--- src/rtl/div_pkg.sv ---
// Shared types and sizing for the iterative divider.
// Imported by the interface, the step cell and the top.
package div_pkg;

  localparam int DIV_W    = 32;
  localparam int DIV_ITER = 32;
  localparam int CNT_W    = 6;

  typedef enum logic [1:0] {
    RST_WAIT,
    IDLE,
    CALC,
    DONE
  } div_state_e;

  function automatic logic [DIV_W-1:0] mag(
    input logic [DIV_W-1:0] x,
    input logic             sgn
  );
    return (sgn && x[DIV_W-1]) ? -x : x;
  endfunction

  function automatic logic [DIV_W-1:0] neg_if(
    input logic [DIV_W-1:0] x,
    input logic             neg
  );
    return neg ? -x : x;
  endfunction

endpackage

--- src/rtl/iter_div_if.sv ---
// Divisor/dividend valid-ready sources and the result pulse.
// EX is the master side, the divider the slave side.
interface iter_div_if;
  import div_pkg::*;

  logic               s_axis_divisor_tvalid;
  logic               s_axis_divisor_tready;
  logic [DIV_W-1:0]   s_axis_divisor_tdata;
  logic               s_axis_dividend_tvalid;
  logic               s_axis_dividend_tready;
  logic [DIV_W-1:0]   s_axis_dividend_tdata;
  logic               m_axis_dout_tvalid;
  logic [2*DIV_W-1:0] m_axis_dout_tdata;

  modport master (
    output s_axis_divisor_tvalid,
    output s_axis_divisor_tdata,
    output s_axis_dividend_tvalid,
    output s_axis_dividend_tdata,
    input  s_axis_divisor_tready,
    input  s_axis_dividend_tready,
    input  m_axis_dout_tvalid,
    input  m_axis_dout_tdata
  );

  modport slave (
    input  s_axis_divisor_tvalid,
    input  s_axis_divisor_tdata,
    input  s_axis_dividend_tvalid,
    input  s_axis_dividend_tdata,
    output s_axis_divisor_tready,
    output s_axis_dividend_tready,
    output m_axis_dout_tvalid,
    output m_axis_dout_tdata
  );

endinterface

--- src/rtl/div_step.sv ---
// One restoring-division step: shift, 33-bit trial subtract, select.
// Remainder MSB shifted out is kept in the trial so big divisors work.
module div_step
  import div_pkg::*;
(
  input  logic [DIV_W-1:0] rem,
  input  logic [DIV_W-1:0] quo,
  input  logic [DIV_W-1:0] divisor,
  output logic [DIV_W-1:0] rem_nxt,
  output logic [DIV_W-1:0] quo_nxt
);

  logic [DIV_W:0] wide;
  logic [DIV_W:0] trial;

  always_comb begin
    wide  = {rem, quo[DIV_W-1]};
    trial = wide - {1'b0, divisor};
    quo_nxt = {quo[DIV_W-2:0], ~trial[DIV_W]};
    if (!trial[DIV_W]) begin
      rem_nxt = trial[DIV_W-1:0];
    end else begin
      rem_nxt = wide[DIV_W-1:0];
    end
  end

endmodule

--- src/rtl/iter_div.sv ---
// Multi-cycle radix-2 restoring divider, 34 cycles per operation.
// SIGNED selects two's-complement div/mod or unsigned.
module iter_div
  import div_pkg::*;
#(
  parameter bit SIGNED = 1'b1
) (
  input logic        clk,
  input logic        resetn,
  iter_div_if.slave  bus
);

  div_state_e         state_q;
  div_state_e         state_n;
  logic [CNT_W-1:0]   cnt_q;
  logic [DIV_W-1:0]   rem_q;
  logic [DIV_W-1:0]   quo_q;
  logic [DIV_W-1:0]   dvs_q;
  logic [DIV_W-1:0]   rem_n;
  logic [DIV_W-1:0]   quo_n;
  logic               q_neg;
  logic               r_neg;
  logic               rdy_q;
  logic               vld_q;
  logic [2*DIV_W-1:0] dout_q;
  logic               accept;
  logic               last;
  logic [DIV_W-1:0]   dvd;
  logic [DIV_W-1:0]   dvs;

  assign dvd = bus.s_axis_dividend_tdata;
  assign dvs = bus.s_axis_divisor_tdata;

  assign accept = (state_q == IDLE)
                & bus.s_axis_divisor_tvalid
                & bus.s_axis_dividend_tvalid;
  assign last = (cnt_q == CNT_W'(DIV_ITER - 1));

  assign bus.s_axis_divisor_tready  = rdy_q;
  assign bus.s_axis_dividend_tready = rdy_q;
  assign bus.m_axis_dout_tvalid     = vld_q;
  assign bus.m_axis_dout_tdata      = dout_q;

  div_step u_step (
    .rem     (rem_q),
    .quo     (quo_q),
    .divisor (dvs_q),
    .rem_nxt (rem_n),
    .quo_nxt (quo_n)
  );

  always_comb begin
    state_n = state_q;
    unique case (state_q)
      RST_WAIT: state_n = IDLE;
      IDLE:     if (accept) state_n = CALC;
      CALC:     if (last) state_n = DONE;
      DONE:     state_n = IDLE;
      default:  state_n = RST_WAIT;
    endcase
  end

  always_ff @(posedge clk or negedge resetn) begin
    if (!resetn) begin
      state_q <= RST_WAIT;
      cnt_q   <= '0;
      rem_q   <= '0;
      quo_q   <= '0;
      dvs_q   <= '0;
      q_neg   <= 1'b0;
      r_neg   <= 1'b0;
      rdy_q   <= 1'b0;
      vld_q   <= 1'b0;
      dout_q  <= '0;
    end else begin
      state_q <= state_n;
      rdy_q   <= (state_n == IDLE);
      vld_q   <= (state_n == DONE);
      if (accept) begin
        rem_q <= '0;
        quo_q <= mag(dvd, SIGNED);
        dvs_q <= mag(dvs, SIGNED);
        q_neg <= SIGNED & (dvd[DIV_W-1] ^ dvs[DIV_W-1]);
        r_neg <= SIGNED & dvd[DIV_W-1];
        cnt_q <= '0;
      end else if (state_q == CALC) begin
        rem_q <= rem_n;
        quo_q <= quo_n;
        cnt_q <= cnt_q + CNT_W'(1);
        // result register is loaded straight from the final step
        if (last) begin
          dout_q <= {neg_if(quo_n, q_neg), neg_if(rem_n, r_neg)};
        end
      end
    end
  end

endmodule

--- src/flat_wrapper.sv ---
// flat-port wrapper written by rule: the top's interface ports become plain ports
module iter_div_flat import div_pkg::*;
#(
  parameter bit SIGNED = 1'b1
)
  (clk, resetn, bus_s_axis_divisor_tvalid, bus_s_axis_divisor_tdata, bus_s_axis_dividend_tvalid, bus_s_axis_dividend_tdata, bus_s_axis_divisor_tready, bus_s_axis_dividend_tready, bus_m_axis_dout_tvalid, bus_m_axis_dout_tdata);
  iter_div_if bus_i ();
  input logic clk;
  input logic resetn;
  input wire logic [$bits(bus_i.s_axis_divisor_tvalid)-1:0] bus_s_axis_divisor_tvalid;
  input wire logic [$bits(bus_i.s_axis_divisor_tdata)-1:0] bus_s_axis_divisor_tdata;
  input wire logic [$bits(bus_i.s_axis_dividend_tvalid)-1:0] bus_s_axis_dividend_tvalid;
  input wire logic [$bits(bus_i.s_axis_dividend_tdata)-1:0] bus_s_axis_dividend_tdata;
  output wire logic [$bits(bus_i.s_axis_divisor_tready)-1:0] bus_s_axis_divisor_tready;
  output wire logic [$bits(bus_i.s_axis_dividend_tready)-1:0] bus_s_axis_dividend_tready;
  output wire logic [$bits(bus_i.m_axis_dout_tvalid)-1:0] bus_m_axis_dout_tvalid;
  output wire logic [$bits(bus_i.m_axis_dout_tdata)-1:0] bus_m_axis_dout_tdata;
  assign bus_i.s_axis_divisor_tvalid = bus_s_axis_divisor_tvalid;
  assign bus_i.s_axis_divisor_tdata = bus_s_axis_divisor_tdata;
  assign bus_i.s_axis_dividend_tvalid = bus_s_axis_dividend_tvalid;
  assign bus_i.s_axis_dividend_tdata = bus_s_axis_dividend_tdata;
  assign bus_s_axis_divisor_tready = bus_i.s_axis_divisor_tready;
  assign bus_s_axis_dividend_tready = bus_i.s_axis_dividend_tready;
  assign bus_m_axis_dout_tvalid = bus_i.m_axis_dout_tvalid;
  assign bus_m_axis_dout_tdata = bus_i.m_axis_dout_tdata;
  iter_div #(.SIGNED(SIGNED)) u_core (.clk(clk), .resetn(resetn), .bus(bus_i));
endmodule
--- config.mk ---
export PLATFORM = sky130hd
export DESIGN_NAME = iter_div_flat
export DESIGN_NICKNAME = d
export VERILOG_FILES = /design/src/rtl/div_pkg.sv /design/src/rtl/iter_div_if.sv /design/src/rtl/div_step.sv /design/src/rtl/iter_div.sv /design/src/flat_wrapper.sv
export SDC_FILE = /design/constraint.sdc
export NUM_CORES = 1
export LEC_CHECK = 0
export BUFFER_PORTS_ARGS = -buffer_cell sky130_fd_sc_hd__buf_4
export CAP_MARGIN = 25
export CORE_ASPECT_RATIO = 2
export CORE_UTILIZATION = 60
export DETAILED_ROUTE_END_ITERATION = 10
export PLACE_DENSITY = 0.86
export SKIP_LAST_GASP = 1
export SLEW_MARGIN = 20
export SYNTH_ARGS = -nofsm -noshare
export SYNTH_HDL_FRONTEND = slang
export SYNTH_SLANG_ARGS = --single-unit
--- constraint.sdc ---
create_clock -name clk -period 6.2 [get_ports clk]
set_clock_uncertainty 0.05 [all_clocks]
set_input_delay 0.62 -clock clk [delete_from_list [all_inputs] [get_ports clk]]
set_output_delay 0.62 -clock clk [all_outputs]
set_load 0.005 [all_outputs]
==> results_dict.tcl, run 1 <==
set metrics [dict create \
    drive_gt1_frac 0.134 \
    ios 135 \
    reg2reg_from "u_core.quo_q[31]" \
    post_dp_cell_area_sq_mm 0.0132 \
    criticalPathCategory "flop to flop" \
    drtAntennaViolNets 0 \
    worstSkewPairLatency_ns 0.44 \
    hold_buffers 0 \
    die_h_um 203 \
    die_x_um 103 \
    synth.most_common_cell "nand2_1" \
    avgSynthCellArea_sq_um 8.40 \
    slew_headroom 0.295 \
    vias 11300 \
    wire_per_inst_um 19.6 \
    via_per_inst 6.29 \
    routabilityCongestion 0.948 \
    fin_nets 1636 \
    cts_tree "done" \
    syn-num-nets 1554 \
    max_clock_freq_mhz 182 \
    grt_overflow 0 \
    root_buffer "clkbuf_16" \
    ys_ff_latch 172 \
    syn_area_sq_mm 0.0121 \
    port_buffers 134 \
    synth_warnings 0 \
    drt_wl_total_mm 35.4 \
    crit_fanout 26 \
    end_kind "flop" \
    ys_types 72 \
    synth_common_cells "nand2_1 (219), o21ai_0 (188), dfrtp_1 (172)" \
    finalMaxSlewViolations 0 \
    grt_max_degree 106 \
    crit_required_ns 6.43 \
    synth.area.top_cells "dfrtp_1 (35%), o21ai_0 (7.8%), nand2_1 (6.8%)" \
    yosysTopAreaCell "dfrtp_1" \
    synthCells 1445 \
    worst_pin_slew_ns 1.06 \
    setup_violations 0 \
    rsz0062_at_grt "false" \
    path_clk_slew_ns 0.07 \
    area_growth_pct 14.0 \
    period_share 0.888 \
    maxCapViolCount 0 \
    clock_sinks 172 \
    synth_top_area_share 0.355 \
    tns_ns 0 \
    cts_buffer_depth 2 \
    outcome "completed" \
    cts_setup_buffers 0 \
    postSynth.asyncResetShare 1.00 \
    grt_antenna_before_repair 0 \
    hp-class "primary input to async pin" \
    yosys_most_used_dff "dfrtp_1" \
    cts_inserted_buffers 17 \
    design_area_sq_mm 0.0138 \
    start_util 0.612 \
    finalHoldViolations 0 \
    cp-startpoint "u_core.quo_q[31]" \
    grt_pass1_wl_mm 57.5 \
    core_sq_mm 0.0198 \
    cts_resized 0 \
    fin_crit_ns 5.51 \
    drc 0 \
    first_pass_iters 5 \
    synth.yosys.seq_area_share 0.355 \
    start_kind "flop" \
    htree_levels 4 \
    first_global_vias 11400 \
    drt_first_iter_violations 707 \
    synth_edf_count 0 \
    hpwl_mm 26.4 \
    grt_use_total 0.364 \
    arrival_ns 5.74 \
    fp-row-count 73 \
    die_area_sq_mm 0.0208 \
]
[worst max-delay path: stages (launching register included)]
cell,delay (ns)
dfrtp_1,0.42
inv_1,0.08
ha_1,0.21
fa_1,0.40
nor2b_1,0.23
o31a_1,0.27
o2111ai_1,0.19
a311oi_1,0.47
o21a_1,0.36
nor2_4,0.07
inv_2,0.22
buf_4,0.32
nor2_1,0.07
a21oi_1,0.25
ha_1,0.26
nand3b_1,0.08
a2111oi_0,0.38
a31o_2,0.24
nand2_1,0.13
o41ai_1,0.38
xor2_1,0.17
o21ai_0,0.09
[registers in the layout, summed over array words and instances, names as in the netlist]
| name | flops |
|---|---|
| u_core.r_neg | 1 |
| u_core.bus.s_axis_dividend_tready | 1 |
| u_core.q_neg | 1 |
| u_core.bus.m_axis_dout_tdata | 64 |
| u_core.cnt_q | 6 |
| u_core.rem_q | 32 |
| u_core.quo_q | 32 |
| u_core.dvs_q | 32 |
| u_core.bus.m_axis_dout_tvalid | 1 |
| u_core.state_q | 2 |
[cells by family (layout without fill, tap and decap cells)]
| kind of cell | after synthesis | after routing | share of synthesized area |
|---|---|---|---|
| AOI/OAI and AO/OA | 423 | 423 | 0.221 |
| xor gates and xnor gates | 142 | 142 | 0.102 |
| adders and majority gates | 41 | 41 | 0.0429 |
| buffers and inverters | 140 | 235 | 0.0446 |
| DFF | 172 | 172 | 0.355 |
| muxes | 70 | 70 | 0.0581 |
| other | 0 | 1 | 0 |
| and+or+nand+nor | 457 | 457 | 0.176 |
[final timing paths]
| path | end | slack, ns | cells past startpoint |
|---|---|---|---|
| worst max-delay path | u_core.bus.m_axis_dout_tdata[30] | 0.69 | 21 |
| worst min-delay path | u_core.bus.m_axis_dout_tdata[10] | 0.07 | 1 |
| worst max register to register | u_core.bus.m_axis_dout_tdata[30] | 0.69 | 21 |
| worst min register to register | u_core.bus.m_axis_dout_tdata[27] | 0.43 | 2 |
| max in group asynchronous | u_core.quo_q[3] | 4.75 | 2 |
| min in group clk | u_core.quo_q[0] | 0.38 | 3 |
[layout make-up]
| cell class | count | area (sq um) |
|---|---|---|
| inverters | 59 | 221 |
| fillers | 1631 | 5980 |
| clock buffers | 21 | 460 |
| flip-flops and latches | 172 | 4300 |
| repair buffers | 144 | 1100 |
| well taps | 262 | 328 |
| diodes | 1 | 2.50 |
| clock inverters | 11 | 83.8 |
| multi-input cells | 1133 | 7330 |
[layer usage]
layer,track usage,wire [um]
met1,0.356,11700
met2,0.657,19300
met3,0.0583,1350
met4,0.281,3020
met5,0,0
[stage by stage]
stage,worst slack [ns],hold WS (ns),cells,utilization
2_1_floorplan,1.20,0.274,1445,-
4_1_cts,0.828,0.0886,1800,0.696
3_3_place_gp,1.08,0.414,1768,0.668
6_report,0.692,0.0672,1803,0.698
3_5_place_dp,0.880,0.421,1768,0.668
5_1_grt,0.301,0.102,1802,0.698
[cell usage in the layout, fill, tap and decap left out, types with 16 or more instances in the layout]
master     synthesis  layout
nor2_1            86      86
nand3_1           18      17
clkbuf_16          0      17
inv_1             58      58
mux2i_1           66      66
buf_4              1     141
a211oi_1          36      35
a21oi_1           51      51
ha_1              40      39
xnor2_1           67      67
or3_1             22      22
xor2_1            75      75
o21ai_0          188     188
dfrtp_1          172     172
o41ai_1           18      18
o31ai_1           33      33
nand2_1          219     218
nor3_1            16      16
Power of run 1 is left out: the tool's default activity adds up to more than one toggle a clock period on the data nets, which glitch-free logic cannot reach.
==> run 2: changes to the inputs <==
Settings changed: RECOVER_POWER set to 50, SKIP_LAST_GASP 1 to not set.
==> run 2 against run 1 <==
Compared with the run above:
- fmax fell by 0.51%
- worst hold slack improved by 0.31 ns
- clock-buffer cell count did not move
- die area did not move
- critical path depth did not move
- non-clock buffer count did not move
- first-iteration DRC count fell by 5.4%
- the flow now finishes with violations (capacitance limit, slew limit)
- global-route usage did not move
- cell count did not move
- via count barely moved
- sequential share of layout area rose by 0.12 points
- critical endpoint unchanged
==> results_dict.tcl, run 2 (synthesis results as in run 1) <==
set metrics [dict create \
    ios 135 \
    hp-class "primary input to flop" \
    die_x_um 103 \
    hold_buffers 0 \
    final_common_cell "nand2_1" \
    drive_gt1_frac 0.125 \
    wire_per_inst_um 19.6 \
    clock_sinks 172 \
    path_buf_inv 3 \
    arrival_ns 5.77 \
    slowest_delay_ns 0.47 \
    criticalPathCategory "flop to flop" \
    path_clk_slew_ns 0.07 \
    tns_ns 0 \
    worst_pin_slew_ns 2.80 \
    maxCapViolCount 3 \
    first_global_vias 11400 \
    die_area_sq_mm 0.0208 \
    fin_util 0.695 \
    outcome "finished, violations left" \
    violations "capacitance limit, slew limit" \
    end_kind "flop" \
    largest_reg_flops 64 \
    start_kind "flop" \
    cts_resized 0 \
    cp_top_family "compound AO/OA/AOI/OAI gates" \
    post_dp_cell_area_sq_mm 0.0132 \
    cp_cell_sequence "inv_1 > ha_1 > fa_1 > nor2b_1 > o31a_1 > o2111ai_1 > a311oi_1 > o21a_1 > nor2_4 > inv_2 > buf_4 > nor2_1 > a21oi_1 > ha_1 > nand3b_1 > a2111oi_0 > a31o_2 > nand2_1 > o41ai_1 > xor2_1 > o21ai_0" \
    die_h_um 203 \
    setup_violations 0 \
    crit_fanout 26 \
    worstSkewPairLatency_ns 0.44 \
    fin_nets 1636 \
    grt_antenna_before_repair 0 \
    routabilityCongestion 0.948 \
    cts_buffer_depth 2 \
    crit_slowest_cell "a311oi_1" \
    fin_ws_ns 0.664 \
    final_cell_mix "nand2_1 (218), o21ai_0 (188), dfrtp_1 (172)" \
    start_util 0.612 \
    drc 0 \
    root_buffer "clkbuf_16" \
    finalMaxSlewViolations 177 \
    drt_first_iter_violations 669 \
    drt_wl_total_mm 35.4 \
    vias 11300 \
    cts_setup_buffers 0 \
    drtAntennaViolNets 0 \
    design_area_sq_mm 0.0138 \
    period_share 0.893 \
    path_common_cell "ha_1" \
    rsz0062_at_grt "false" \
    area_growth_pct 13.6 \
    slew_headroom -0.869 \
    port_buffers 134 \
    core_sq_mm 0.0198 \
    cts_inserted_buffers 17 \
    first_pass_iters 5 \
    pre_cts_slack_ns 0.880 \
    fp-row-count 73 \
    grt_use_total 0.364 \
    grt_max_degree 106 \
    max_clock_freq_mhz 181 \
    grt_pass1_wl_mm 57.5 \
    fin_crit_ns 5.54 \
    via_per_inst 6.29 \
    finalHoldViolations 0 \
    crit_required_ns 6.43 \
    htree_levels 4 \
    hpwl_mm 26.4 \
    cts_tree "done" \
    grt_overflow 0 \
]
## run 2: cell count changes in the layout (fill, tap and decap cells not counted), sizes merged
| cell | delta |
|---|---|
| buf | -68 |
| clkbuf | +68 |
## run 2: tightest hold or removal path, cell delays in order
cell	delay, ns
buf_4	0.10
nand2_1	0.05
o21ai_0	0.06
## run 2: final timing paths
| kind | startpoint | end | slack [ns] | depth (start not counted) |
|---|---|---|---|---|
| min in group asynchronous | resetn | u_core.bus.m_axis_dout_tdata[19] | 0.99 | 1 |
| worst max-delay path | u_core.quo_q[31] | u_core.bus.m_axis_dout_tdata[30] | 0.66 | 21 |
| max in group asynchronous | resetn | u_core.dvs_q[15] | 1.41 | 2 |
| worst max register to register | u_core.quo_q[31] | u_core.bus.m_axis_dout_tdata[30] | 0.66 | 21 |
| worst min register to register | u_core.bus.m_axis_dout_tdata[27] | u_core.bus.m_axis_dout_tdata[27] | 0.43 | 2 |
| worst min-delay path | bus_s_axis_dividend_tdata[0] | u_core.quo_q[0] | 0.38 | 3 |
## run 2: layout make-up
class	count	area, sq um
Antenna cell	1	2.50
Sequential cell	172	4300
Multi-Input combinational cell	1133	7330
Timing Repair Buffer	144	1050
Inverter	59	221
Clock inverter	11	83.8
Fill cell	1643	6040
Clock buffer	21	460
Tap cell	262	328
## run 2: through the flow
| step | cells | hold WS [ns] |
|---|---|---|
| global placement | 1768 | 0.414 |
| floorplan | 1445 | 0.274 |
| global route | 1802 | 0.416 |
| finish | 1803 | 0.381 |
| detailed placement | 1768 | 0.421 |
| CTS | 1800 | 0.0886 |
## run 2: metal layers
metal	wire [um]	vias to the layer above	track usage
met5	0	-	0
met1	11600	5375	0.356
met3	1440	180	0.0583
met2	19400	448	0.657
li1	-	5332	-
met4	2940	0	0.281
Power of run 2 is left out for the same reason.
==> run 3: changes to the inputs <==
Settings changed: CTS_BUF_LIST set to sky130_fd_sc_hd__clkbuf_8 sky130_fd_sc_hd__clkbuf_16.
==> run 3 against run 2 <==
Compared with the run above:
- the flow still finishes with violations (capacitance limit, slew limit)
- final area unchanged
- largest cell class unchanged
- global-route usage unchanged
- sequential cell count stayed put
- via count is essentially flat
- worst setup slack better by 0.0027 ns
==> results_dict.tcl, run 3 (synthesis results as in run 1) <==
set metrics [dict create \
    finalHoldViolations 0 \
    hpwl_mm 26.4 \
    crit_slowest_cell "a311oi_1" \
    first_pass_iters 5 \
    path_clk_slew_ns 0.07 \
    drtAntennaViolNets 0 \
    drc 0 \
    port_buffers 134 \
    slowest_delay_ns 0.47 \
    drt_first_iter_violations 675 \
    cp_cell_sequence "inv_1 > ha_1 > fa_1 > nor2b_1 > o31a_1 > o2111ai_1 > a311oi_1 > o21a_1 > nor2_4 > inv_2 > buf_4 > nor2_1 > a21oi_1 > ha_1 > nand3b_1 > a2111oi_0 > a31o_2 > nand2_1 > o41ai_1 > xor2_1 > o21ai_0" \
    slew_headroom -0.869 \
    core_sq_mm 0.0198 \
    ios 135 \
    dp_cells 1768 \
    htree_levels 4 \
    tns_ns 0 \
    final_cells 1803 \
    post_dp_cell_area_sq_mm 0.0132 \
    grt_antenna_before_repair 0 \
    largest_reg_flops 64 \
    clock_sinks 172 \
    hold_buffers 0 \
    setup_violations 0 \
    grt_pass1_wl_mm 57.5 \
    violations "capacitance limit, slew limit" \
    drt_wl_total_mm 35.3 \
    cts_inserted_buffers 17 \
    crit_required_ns 6.43 \
    hp-class "primary input to flop" \
    fin_crit_ns 5.53 \
    start_util 0.612 \
    path_common_cell "ha_1" \
    area_growth_pct 13.6 \
    end_kind "flop" \
    drive_gt1_frac 0.125 \
    fin_util 0.695 \
    routabilityCongestion 0.948 \
    die_x_um 103 \
    via_per_inst 6.29 \
    grt_use_total 0.364 \
    cts_setup_buffers 0 \
    die_h_um 203 \
    finalMaxSlewViolations 177 \
    worstSkewPairLatency_ns 0.44 \
    final_common_cell "nand2_1" \
    cts_resized 0 \
    grt_overflow 0 \
    start_kind "flop" \
    criticalPathCategory "flop to flop" \
    cts_tree "done" \
    final_cell_mix "nand2_1 (218), o21ai_0 (188), dfrtp_1 (172)" \
    maxCapViolCount 3 \
    design_area_sq_mm 0.0138 \
    crit_fanout 26 \
    fp-row-count 73 \
    vias 11300 \
    first_global_vias 11400 \
    grt_max_degree 106 \
    cts_buffer_depth 2 \
    root_buffer "clkbuf_16" \
    arrival_ns 5.77 \
    rsz0062_at_grt "false" \
    die_area_sq_mm 0.0208 \
    outcome "finished, violations left" \
    max_clock_freq_mhz 181 \
    wire_per_inst_um 19.6 \
    period_share 0.893 \
    fin_nets 1636 \
    worst_pin_slew_ns 2.80 \
]
run 3: cell count changes in the layout (fill, tap and decap cells not counted):
cell      change
inv_1         +2
clkbuf_1      -2
run 3: area by class of cell:
class	count	area [sq um]
clock buffer	19	453
antenna	1	2.50
inverter	59	221
timing repair buffer	144	1050
multi-input combinational	1133	7330
sequential	172	4300
clock inverter	13	91.3
tap	262	328
fill	1643	6040
run 3: final timing paths:
kind,slack [ns],depth (start not counted),start,to
setup reg to reg,0.67,21,u_core.quo_q[31],u_core.bus.m_axis_dout_tdata[30]
max in group asynchronous,1.41,2,resetn,u_core.dvs_q[15]
hold reg to reg,0.43,2,u_core.bus.m_axis_dout_tdata[27],u_core.bus.m_axis_dout_tdata[27]
min in group asynchronous,0.99,1,resetn,u_core.bus.m_axis_dout_tdata[19]
setup / recovery,0.67,21,u_core.quo_q[31],u_core.bus.m_axis_dout_tdata[30]
hold / removal,0.38,3,bus_s_axis_dividend_tdata[0],u_core.quo_q[0]
run 3: critical path, delay by kind of cell, from the launching register on:
kind / cells / cell delay, ns
AND/OR/NAND/NOR: 5 / 0.55
flip-flops: 1 / 0.42
buffers and inverters: 3 / 0.62
adder cells (fa/ha/maj): 3 / 0.87
XOR/XNOR: 1 / 0.17
AO/OA/AOI/OAI: 9 / 2.66
run 3: layer usage:
metal	track usage	up-vias	part of all wire
met5	0	-	0
met4	0.281	0	0.083
met3	0.0583	182	0.040
met2	0.657	443	0.55
met1	0.356	5380	0.33
li1	-	5332	-
run 3: per-stage QoR:
| step | hold WS, ns | setup WS, ns |
|---|---|---|
| after floorplan | 0.274 | 1.20 |
| after global placement | 0.414 | 1.08 |
| after detailed placement | 0.421 | 0.880 |
| after CTS | 0.0884 | 0.828 |
| after global routing | 0.416 | 0.301 |
| final | 0.382 | 0.666 |
Power of run 3 is left out for the same reason.
